### config.mk
export PLATFORM = sky130hd
export DESIGN_NAME = lsu
export DESIGN_NICKNAME = d
export VERILOG_FILES = /design/src/rtl/lsu_pkg.sv /design/src/rtl/lsu_format.sv /design/src/rtl/lsu.sv
export SDC_FILE = /design/constraint.sdc
export NUM_CORES = 1
export LEC_CHECK = 0
export CAP_MARGIN = 20
export CELL_PAD_IN_SITES_DETAIL_PLACEMENT = 0
export CELL_PAD_IN_SITES_GLOBAL_PLACEMENT = 1
export CORE_MARGIN = 2
export CORE_UTILIZATION = 37
export DETAILED_ROUTE_END_ITERATION = 8
export PLACE_DENSITY_LB_ADDON = 0.25
export SYNTH_ARGS = -nofsm -noshare
export SYNTH_HDL_FRONTEND = slang
export SYNTH_SLANG_ARGS = --single-unit
### constraint.sdc
create_clock -name i_clk -period 3.9 [get_ports i_clk]
set_input_delay 0.78 -clock i_clk [delete_from_list [all_inputs] [get_ports i_clk]]
set_output_delay 0.78 -clock i_clk [all_outputs]
set_load 0.1 [all_outputs]
### src/rtl/lsu_pkg.sv
// Shared types and constants for the load/store unit.
package lsu_pkg;

    typedef enum logic [1:0] {
        IDLE = 2'd0,
        BUSY = 2'd1,
        DONE = 2'd2
    } state_e;

    typedef enum logic [1:0] {
        SZ_B = 2'd0,
        SZ_H = 2'd1,
        SZ_W = 2'd2
    } size_e;

    localparam logic [2:0] F3_B  = 3'b000;
    localparam logic [2:0] F3_H  = 3'b001;
    localparam logic [2:0] F3_W  = 3'b010;
    localparam logic [2:0] F3_BU = 3'b100;
    localparam logic [2:0] F3_HU = 3'b101;

    // Wait counter must be able to hold TIMEOUT itself.
    function automatic int cnt_width(input int timeout);
        return $clog2(timeout + 1);
    endfunction

    // Unknown funct3 codes behave as a word access.
    function automatic size_e f3_size(input logic [2:0] f3);
        case (f3)
            F3_B, F3_BU: return SZ_B;
            F3_H, F3_HU: return SZ_H;
            default:     return SZ_W;
        endcase
    endfunction

    function automatic logic f3_signed(input logic [2:0] f3);
        return (f3 == F3_B) || (f3 == F3_H);
    endfunction

endpackage

### src/rtl/lsu_format.sv
// Byte-lane steering: store mask/replication and load lane select + extension.
module lsu_format
    import lsu_pkg::*;
(
    input  size_e       size_i,
    input  logic        sign_i,
    input  logic [1:0]  addr_lo_i,
    input  logic [31:0] st_data_i,
    input  logic [31:0] rdata_i,
    output logic [3:0]  bmask_o,
    output logic [31:0] wdata_o,
    output logic [31:0] ld_data_o
);

    logic [7:0]  byte_sel;
    logic [15:0] half_sel;

    assign byte_sel = 8'(rdata_i >> {addr_lo_i, 3'b000});
    assign half_sel = addr_lo_i[1] ? rdata_i[31:16] : rdata_i[15:0];

    // Size-dependent mask, store replication and load extension.
    always_comb begin
        bmask_o   = 4'b1111;
        wdata_o   = st_data_i;
        ld_data_o = rdata_i;
        case (size_i)
            SZ_B: begin
                bmask_o   = 4'b0001 << addr_lo_i;
                wdata_o   = {4{st_data_i[7:0]}};
                ld_data_o = {{24{sign_i & byte_sel[7]}}, byte_sel};
            end
            SZ_H: begin
                bmask_o   = 4'b0011 << {addr_lo_i[1], 1'b0};
                wdata_o   = {2{st_data_i[15:0]}};
                ld_data_o = {{16{sign_i & half_sel[15]}}, half_sel};
            end
            default: ;
        endcase
    end

endmodule

### src/rtl/lsu.sv
// Load/store unit: one req/ack data-memory transaction per accepted op.
// Optional build macro LSU_MISALIGN_TRAP_EN traps unaligned h/w accesses
// instead of silently dropping the offending low address bits.
module lsu
    import lsu_pkg::*;
#(
    parameter int TIMEOUT = 16
) (
    input  logic        i_clk,
    input  logic        i_rst_n,
    input  logic        i_valid,
    input  logic [31:0] i_alu_data,
    input  logic [31:0] i_st_data,
    input  logic        i_mem_we,
    input  logic [2:0]  i_funct3,
    output logic        o_stall,
    output logic        o_done,
    output logic [31:0] o_ld_data,
    output logic        o_misaligned,
    output logic        o_timeout,
    output logic        o_mem_req,
    output logic [31:0] o_mem_addr,
    output logic        o_mem_we,
    output logic [31:0] o_mem_wdata,
    output logic [3:0]  o_mem_bmask,
    input  logic        i_mem_ack,
    input  logic [31:0] i_mem_rdata
);

    localparam int CW = cnt_width(TIMEOUT);

    state_e          state_q, state_d;
    logic [CW-1:0]   cnt_q, cnt_d;
    logic [31:0]     addr_q, addr_d;
    logic [31:0]     sdata_q, sdata_d;
    logic [31:0]     ld_q, ld_d;
    logic [2:0]      f3_q, f3_d;
    logic            we_q, we_d;
    logic            mis_q, mis_d;
    logic            to_q, to_d;
    logic            acc_mis;
    logic            busy;
    logic [3:0]      fmt_bmask;
    logic [31:0]     fmt_wdata;
    logic [31:0]     fmt_ld;

`ifdef LSU_MISALIGN_TRAP_EN
    assign acc_mis = ((f3_size(i_funct3) == SZ_H) && i_alu_data[0]) ||
                     ((f3_size(i_funct3) == SZ_W) && (i_alu_data[1:0] != 2'b00));
`else
    assign acc_mis = 1'b0;
`endif

    lsu_format u_fmt (
        .size_i    (f3_size(f3_q)),
        .sign_i    (f3_signed(f3_q)),
        .addr_lo_i (addr_q[1:0]),
        .st_data_i (sdata_q),
        .rdata_i   (i_mem_rdata),
        .bmask_o   (fmt_bmask),
        .wdata_o   (fmt_wdata),
        .ld_data_o (fmt_ld)
    );

    assign busy         = (state_q == BUSY);
    assign o_stall      = ((state_q == IDLE) && i_valid) || busy;
    assign o_done       = (state_q == DONE);
    assign o_ld_data    = ld_q;
    assign o_misaligned = mis_q;
    assign o_timeout    = to_q;
    assign o_mem_req    = busy;
    assign o_mem_addr   = {addr_q[31:2], 2'b00};
    assign o_mem_we     = we_q & busy;
    assign o_mem_wdata  = fmt_wdata;
    assign o_mem_bmask  = busy ? fmt_bmask : 4'b0000;

    // Next-state: accept, wait for ack or timeout, one-cycle completion.
    always_comb begin
        state_d = state_q;
        cnt_d   = cnt_q;
        addr_d  = addr_q;
        sdata_d = sdata_q;
        ld_d    = ld_q;
        f3_d    = f3_q;
        we_d    = we_q;
        mis_d   = mis_q;
        to_d    = to_q;
        case (state_q)
            IDLE: begin
                if (i_valid) begin
                    addr_d  = i_alu_data;
                    sdata_d = i_st_data;
                    we_d    = i_mem_we;
                    f3_d    = i_funct3;
                    cnt_d   = '0;
                    ld_d    = '0;
                    if (acc_mis) begin
                        mis_d   = 1'b1;
                        state_d = DONE;
                    end else begin
                        state_d = BUSY;
                    end
                end
            end
            BUSY: begin
                if (i_mem_ack) begin
                    ld_d    = we_q ? 32'd0 : fmt_ld;
                    state_d = DONE;
                end else begin
                    cnt_d = cnt_q + CW'(1);
                    if (cnt_q == CW'(TIMEOUT - 1)) begin
                        to_d    = 1'b1;
                        state_d = DONE;
                    end
                end
            end
            DONE: begin
                state_d = IDLE;
                cnt_d   = '0;
                ld_d    = '0;
                mis_d   = 1'b0;
                to_d    = 1'b0;
            end
            default: state_d = IDLE;
        endcase
    end

    // State and latched-operand registers.
    always_ff @(posedge i_clk or negedge i_rst_n) begin
        if (!i_rst_n) begin
            state_q <= IDLE;
            cnt_q   <= '0;
            addr_q  <= '0;
            sdata_q <= '0;
            ld_q    <= '0;
            f3_q    <= F3_W;
            we_q    <= 1'b0;
            mis_q   <= 1'b0;
            to_q    <= 1'b0;
        end else begin
            state_q <= state_d;
            cnt_q   <= cnt_d;
            addr_q  <= addr_d;
            sdata_q <= sdata_d;
            ld_q    <= ld_d;
            f3_q    <= f3_d;
            we_q    <= we_d;
            mis_q   <= mis_d;
            to_q    <= to_d;
        end
    end

endmodule

==> results of run 1 <==
[synthesized netlist by cell type (all sizes together) (8+ instances only)]
library cell / instances / area, um^2
buf: 66 / 465
nor2: 19 / 73.8
o21ai: 20 / 100
mux2i: 14 / 140
dfrtp: 107 / 2680
nand3: 8 / 40.0
a21oi: 18 / 90.1
inv: 11 / 41.3
nand2: 15 / 56.3
mux2: 86 / 980
a221o: 23 / 230
a22o: 10 / 87.6
[critical path: cells and delay by family (launching register included)]
kind	cells	cell delay, ps
buf+inv	1	210
compound gates	1	180
flops	1	760
simple gates	2	740
[per-stage QoR]
| stage | utilization [%] | hold slack (ps) | std cells | cell area, um^2 | setup WS [ps] |
|---|---|---|---|---|---|
| 3_5_place_dp | 50.2 | 471 | 783 | 7270 | 835 |
| 6_report | 52.1 | 482 | 799 | 7550 | 886 |
| 4_1_cts | 52.1 | 488 | 799 | 7550 | 837 |
| 3_3_place_gp | 50.2 | 461 | 783 | 7270 | 928 |
| 5_1_grt | 52.1 | 510 | 799 | 7550 | 678 |
| 2_1_floorplan | - | 450 | 458 | 5460 | 15.1 |
[state kept, by name, indices dropped and copies added (netlist names)]
| signal | flops |
|---|---|
| we_q | 1 |
| addr_q | 32 |
| cnt_q | 5 |
| sdata_q | 32 |
| o_timeout | 1 |
| f3_q | 3 |
| state_q | 2 |
| o_ld_data | 32 |
[cell families after synthesis]
family                   synth area share (%)
other                                  0.0687
flip-flops                               49.6
buffers and inverters                    9.70
AND/OR/NAND/NOR                          6.49
multiplexers                             20.5
AO/OA/AOI/OAI                            13.2
adder cells (fa/ha/maj)                 0.459
[final timing paths]
kind | start | end | slack (ps) | cells after the start
max | f3_q[0] | o_mem_bmask[0] | 890 | 4
min | sdata_q[19] | sdata_q[19] | 480 | 1
max reg2reg | addr_q[1] | o_ld_data[17] | 1640 | 4
min reg2reg | sdata_q[19] | sdata_q[19] | 480 | 1
max in group asynchronous | i_rst_n | addr_q[9] | 2550 | 2
min in group asynchronous | i_rst_n | cnt_q[0] | 500 | 1
[routing by layer]
| layer | share of wire (%) | track usage, % | wire [um] |
|---|---|---|---|
| met5 | 0.079 | 0 | 11 |
| met4 | 1.4 | 5.82 | 195 |
| met3 | 7.1 | 5.65 | 988 |
| met2 | 47 | 27.9 | 6450 |
| met1 | 45 | 24.0 | 6210 |
[final cells by class]
type | instances | area (um^2)
clock inverters | 3 | 22.5
fillers | 1295 | 6930
flip-flops and latches | 108 | 2700
clock buffers | 13 | 250
multi-input cells | 267 | 2240
inverters | 11 | 41.3
repair buffers | 213 | 2060
well taps | 184 | 230
[cells in the final DEF (no fill, tap or decap), drive strengths merged, types with 4 or more instances in the layout]
master	count
nand2b	4
mux2i	14
o21ai	20
a22o	10
or2	6
nand3	8
inv	11
a221oi	7
clkbuf	13
o2bb2ai	6
a21oi	18
nand2	15
dfrtp	107
buf	40
nor2	19
mux2	86
nor3	4
a221o	23
clkdlybuf4s50	173
==> results.md, run 1 <==
- Final worst-path cycle share: 77.3%
- Hpwl dp: roughly 10000 um
- First-pass GRT wire length: 22800 um
- Vias in the first global route: about 4300
- CTS Buf Count: 9
- Max FO, Critical Path: 16
- DRC: 0
- GRT overflow: 0
- FF+latch count, synth: 108
- Final Routed Wirelength: around 14000 um
- Vias: about 4100
- Main synth FF type: dfrtp_1
- Area growth syn-to-layout: 38.3%
- Arr. time, crit path: 2230 ps
- F_max: 332 MHz
- # diodes: 0
- # Max-Cap Violations: 0
- Gate Count Post-Synth: 456
- Worst setup SP type: register
- Post_cts resized: 0
- Share of layout cells above drive strength 1: a little over a fifth
- Routed WL per cell: 17.3 um
- # nets final: approximately 720
- Slew HR: roughly 30%
- Reg clk slew, reported paths: 70 ps
- Final setup fails: 0
- Vias per cell: approximately 5
- Final min period: about 3000 ps
- Die Span Y: roughly 130 um
- Post-route ant nets: 0
- CP max stage delay: between 700 and 800 ps
- CTS max path bufs: 2
- TritonRoute pass-1 iters: 4
- Number of warnings issued by yosys: 0
- Synthesized cell area: 5460 um^2
- Sequential area share after synthesis: 49.6%
- Post-synth EDFFs: 0
- DRT iter0 DRCs: approximately 170
- Slowest cell on crit path: dfrtp_1
- Initial antenna violation count: 1
- CP cell instances: nand2b_1, a21oi_1, nor2_1, buf_12
- Worst min-delay path category: reg2reg
- Clk_skew: approximately 11 ps
- GPL Wtd Cong: 0.816
- Clk root buf: clkbuf_16
- CP Data Required Time: 3120 ps
- CTS tree: yes
- RSZ-0062 raised after global routing: no
- Clock Sinks: around 110
- Hold buffers post-CTS: 0
- Syn Area/Cell: between 10 and 15 um^2
- Chip width: roughly 130 um
- H-tree depth: 3
- Io pins: 210
- Initial Util: between 30% and 40%
- Yosys cell types: 47
- Largest net degree at the start of global routing: 68
- Core ar.: ~14000 um^2
- Setup TNS: 0 ps
- Clk_lat worst skew: about 350 ps
- Outcome: finished clean
- # rows: 44
- Tot GR Track Use: between 15 and 20%
- Max Slew Vio Count: 0
- Buffers on Ports: 206
- Ys async rst share: 100%
- Fin. Hold Viols: 0
- Crit Path Class: reg2out
- Crit end category: primary output
- Post-CTS Setup Inserts: 0
- Worst-Margin Slew: roughly 1100 ps
- DIE AREA: approximately 16000 um^2
Power of run 1 is not shown: default switching activity piles up to over one toggle a cycle in this logic, so the estimate is an artifact.
==> inputs of run 2 (changes only) <==
--- a/config.mk
+++ b/config.mk
@@ -9,7 +9,7 @@
 export CELL_PAD_IN_SITES_DETAIL_PLACEMENT = 0
 export CELL_PAD_IN_SITES_GLOBAL_PLACEMENT = 1
 export CORE_MARGIN = 2
-export CORE_UTILIZATION = 37
+export CORE_UTILIZATION = 31
 export DETAILED_ROUTE_END_ITERATION = 8
 export PLACE_DENSITY_LB_ADDON = 0.25
 export SYNTH_ARGS = -nofsm -noshare
==> constraint.sdc (replaced) <==
create_clock -name i_clk -period 2.7 [get_ports i_clk]
set_input_delay 0.54 -clock i_clk [delete_from_list [all_inputs] [get_ports i_clk]]
set_output_delay 0.54 -clock i_clk [all_outputs]
set_load 0.1 [all_outputs]
==> run 2 against run 1 <==
Clock skew shrank 5.8 ps. Utilization shrank 5.8 points. Critical path type unchanged. Global-route usage shrank 1.4 points. Highest routed layer is now met4. Via count grew 1.9%.
==> results.md, run 2 (synthesis results as in run 1) <==
- Crit end category: primary output
- Initial antenna violation count: 0
- Pre-CTS setup slack: around 170 ps
- DIE AREA: roughly 19000 um^2
- H-tree depth: 3
- Post-CTS Setup Inserts: 0
- Final min period: 2440 ps
- Post-Route Utilization: between 40 and 50%
- Post_cts resized: 0
- Clk_lat worst skew: 350 ps
- Share of layout cells above drive strength 1: a little over a third
- DRC: 0
- Max Slew Vio Count: 0
- Vias: about 4200
- Final worst-path cycle share: about nine tenths
- Core ar.: 17200 um^2
- Register area: 2700 um^2
- CTS tree: yes
- Post-route ant nets: 0
- CTS max path bufs: 2
- CP Buf/Inv Count: 2
- Most common cell after layout, fill and taps aside: dfrtp_1
- Tot GR Track Use: between 10% and 20%
- Hpwl dp: 11200 um
- CP Data Required Time: about 2200 ps
- Layout Cells excl Fill: between 800 and 900
- Final Routed Wirelength: between 15000 and 20000 um
- Outcome: finished clean
- # Max-Cap Violations: 0
- CP cell instances: nand2b_1, inv_2, and2_1, buf_12
- Multi-input gate area: approximately 2300 um^2
- Worst min-delay path category: in2async
- Chip width: 137 um
- Reg clk slew, reported paths: around 70 ps
- Buffers on Ports: between 200 and 250
- Arr. time, crit path: around 1900 ps
- Placed cells: 832
- Largest net degree at the start of global routing: between 70 and 80
- GPL Wtd Cong: between 0.7 and 0.8
- Worst-Margin Slew: approximately 670 ps
- # rows: 48
- Slowest cell on crit path: dfrtp_1
- First-pass GRT wire length: 23800 um
- CTS Buf Count: 9
- # diodes: 0
- Worst setup SP type: register
- Final setup fails: 0
- Final WS setup: between 200 and 300 ps
- Clock Sinks: approximately 110
- F_max: around 400 MHz
- Max FO, Critical Path: 14
- Fillers: 1550
- Routed WL per cell: around 18 um
- TritonRoute pass-1 iters: 4
- Area growth syn-to-layout: 46.2%
- Clk root buf: clkbuf_16
- Delay-heaviest family, CP: simple AND/OR/NAND/NOR gates
- Most frequent cells in the layout: dfrtp_1 (107), clkdlybuf4s50_1 (102), buf_4 (87)
- Vias per cell: around 4.9
- Die Span Y: about 140 um
- Clk_skew: approximately 5.3 ps
- Io pins: between 200 and 250
- Initial Util: 31.7%
- Crit Path Class: reg2out
- Fin. Hold Viols: 0
- RSZ-0062 raised after global routing: no
- # nets final: about 730
- Setup slack, reg-to-reg: roughly 640 ps
- GRT overflow: 0
- CP max stage delay: about 620 ps
- Setup TNS: 0 ps
- Hold buffers post-CTS: 0
- Slew HR: between 50% and 60%
- Vias in the first global route: roughly 4300
- DRT iter0 DRCs: 170
run 2: cell type report:
type	instances	area share (%)
clock buffer	11	3.04
multi-input combinational	267	28.5
inverter	11	0.517
sequential	108	33.9
timing repair buffer	222	29.3
clock inverter	4	1.22
tap	225	3.53
run 2: final timing paths:
| path | from | end | cells after the start |
|---|---|---|---|
| worst max-delay path | state_q[1] | o_mem_we | 4 |
| worst min-delay path | i_rst_n | addr_q[17] | 1 |
| max in group asynchronous | i_rst_n | sdata_q[7] | 2 |
| worst max register to register | state_q[1] | o_ld_data[24] | 4 |
| min in group i_clk | sdata_q[26] | sdata_q[26] | 1 |
| worst min register to register | sdata_q[26] | sdata_q[26] | 1 |
run 2: worst reg2reg max path, stage by stage, from the launching register on:
cell and delay [ps]:
dfrtp_1 540, nand4bb_4 380, nand2b_1 260, a211oi_4 610, a221o_1 210
run 2: per-layer routing:
layer,track usage [%],routed length (um),vias up,part of all wire (%)
met5,0,0,-,0
met4,6.89,350,0,2.3
met3,6.56,1440,23,9.6
met2,25.6,6960,163,46
met1,20.7,6260,2068,42
li1,-,-,1935,-
run 2: metrics by stage:
step           area [um^2]  hold WS, ps
4_1_cts               7970         93.4
6_report              7980         93.2
5_1_grt               7980          107
3_3_place_gp          7630          461
3_5_place_dp          7630          471
2_1_floorplan         5500          244
Power of run 2 is left out for the same reason.
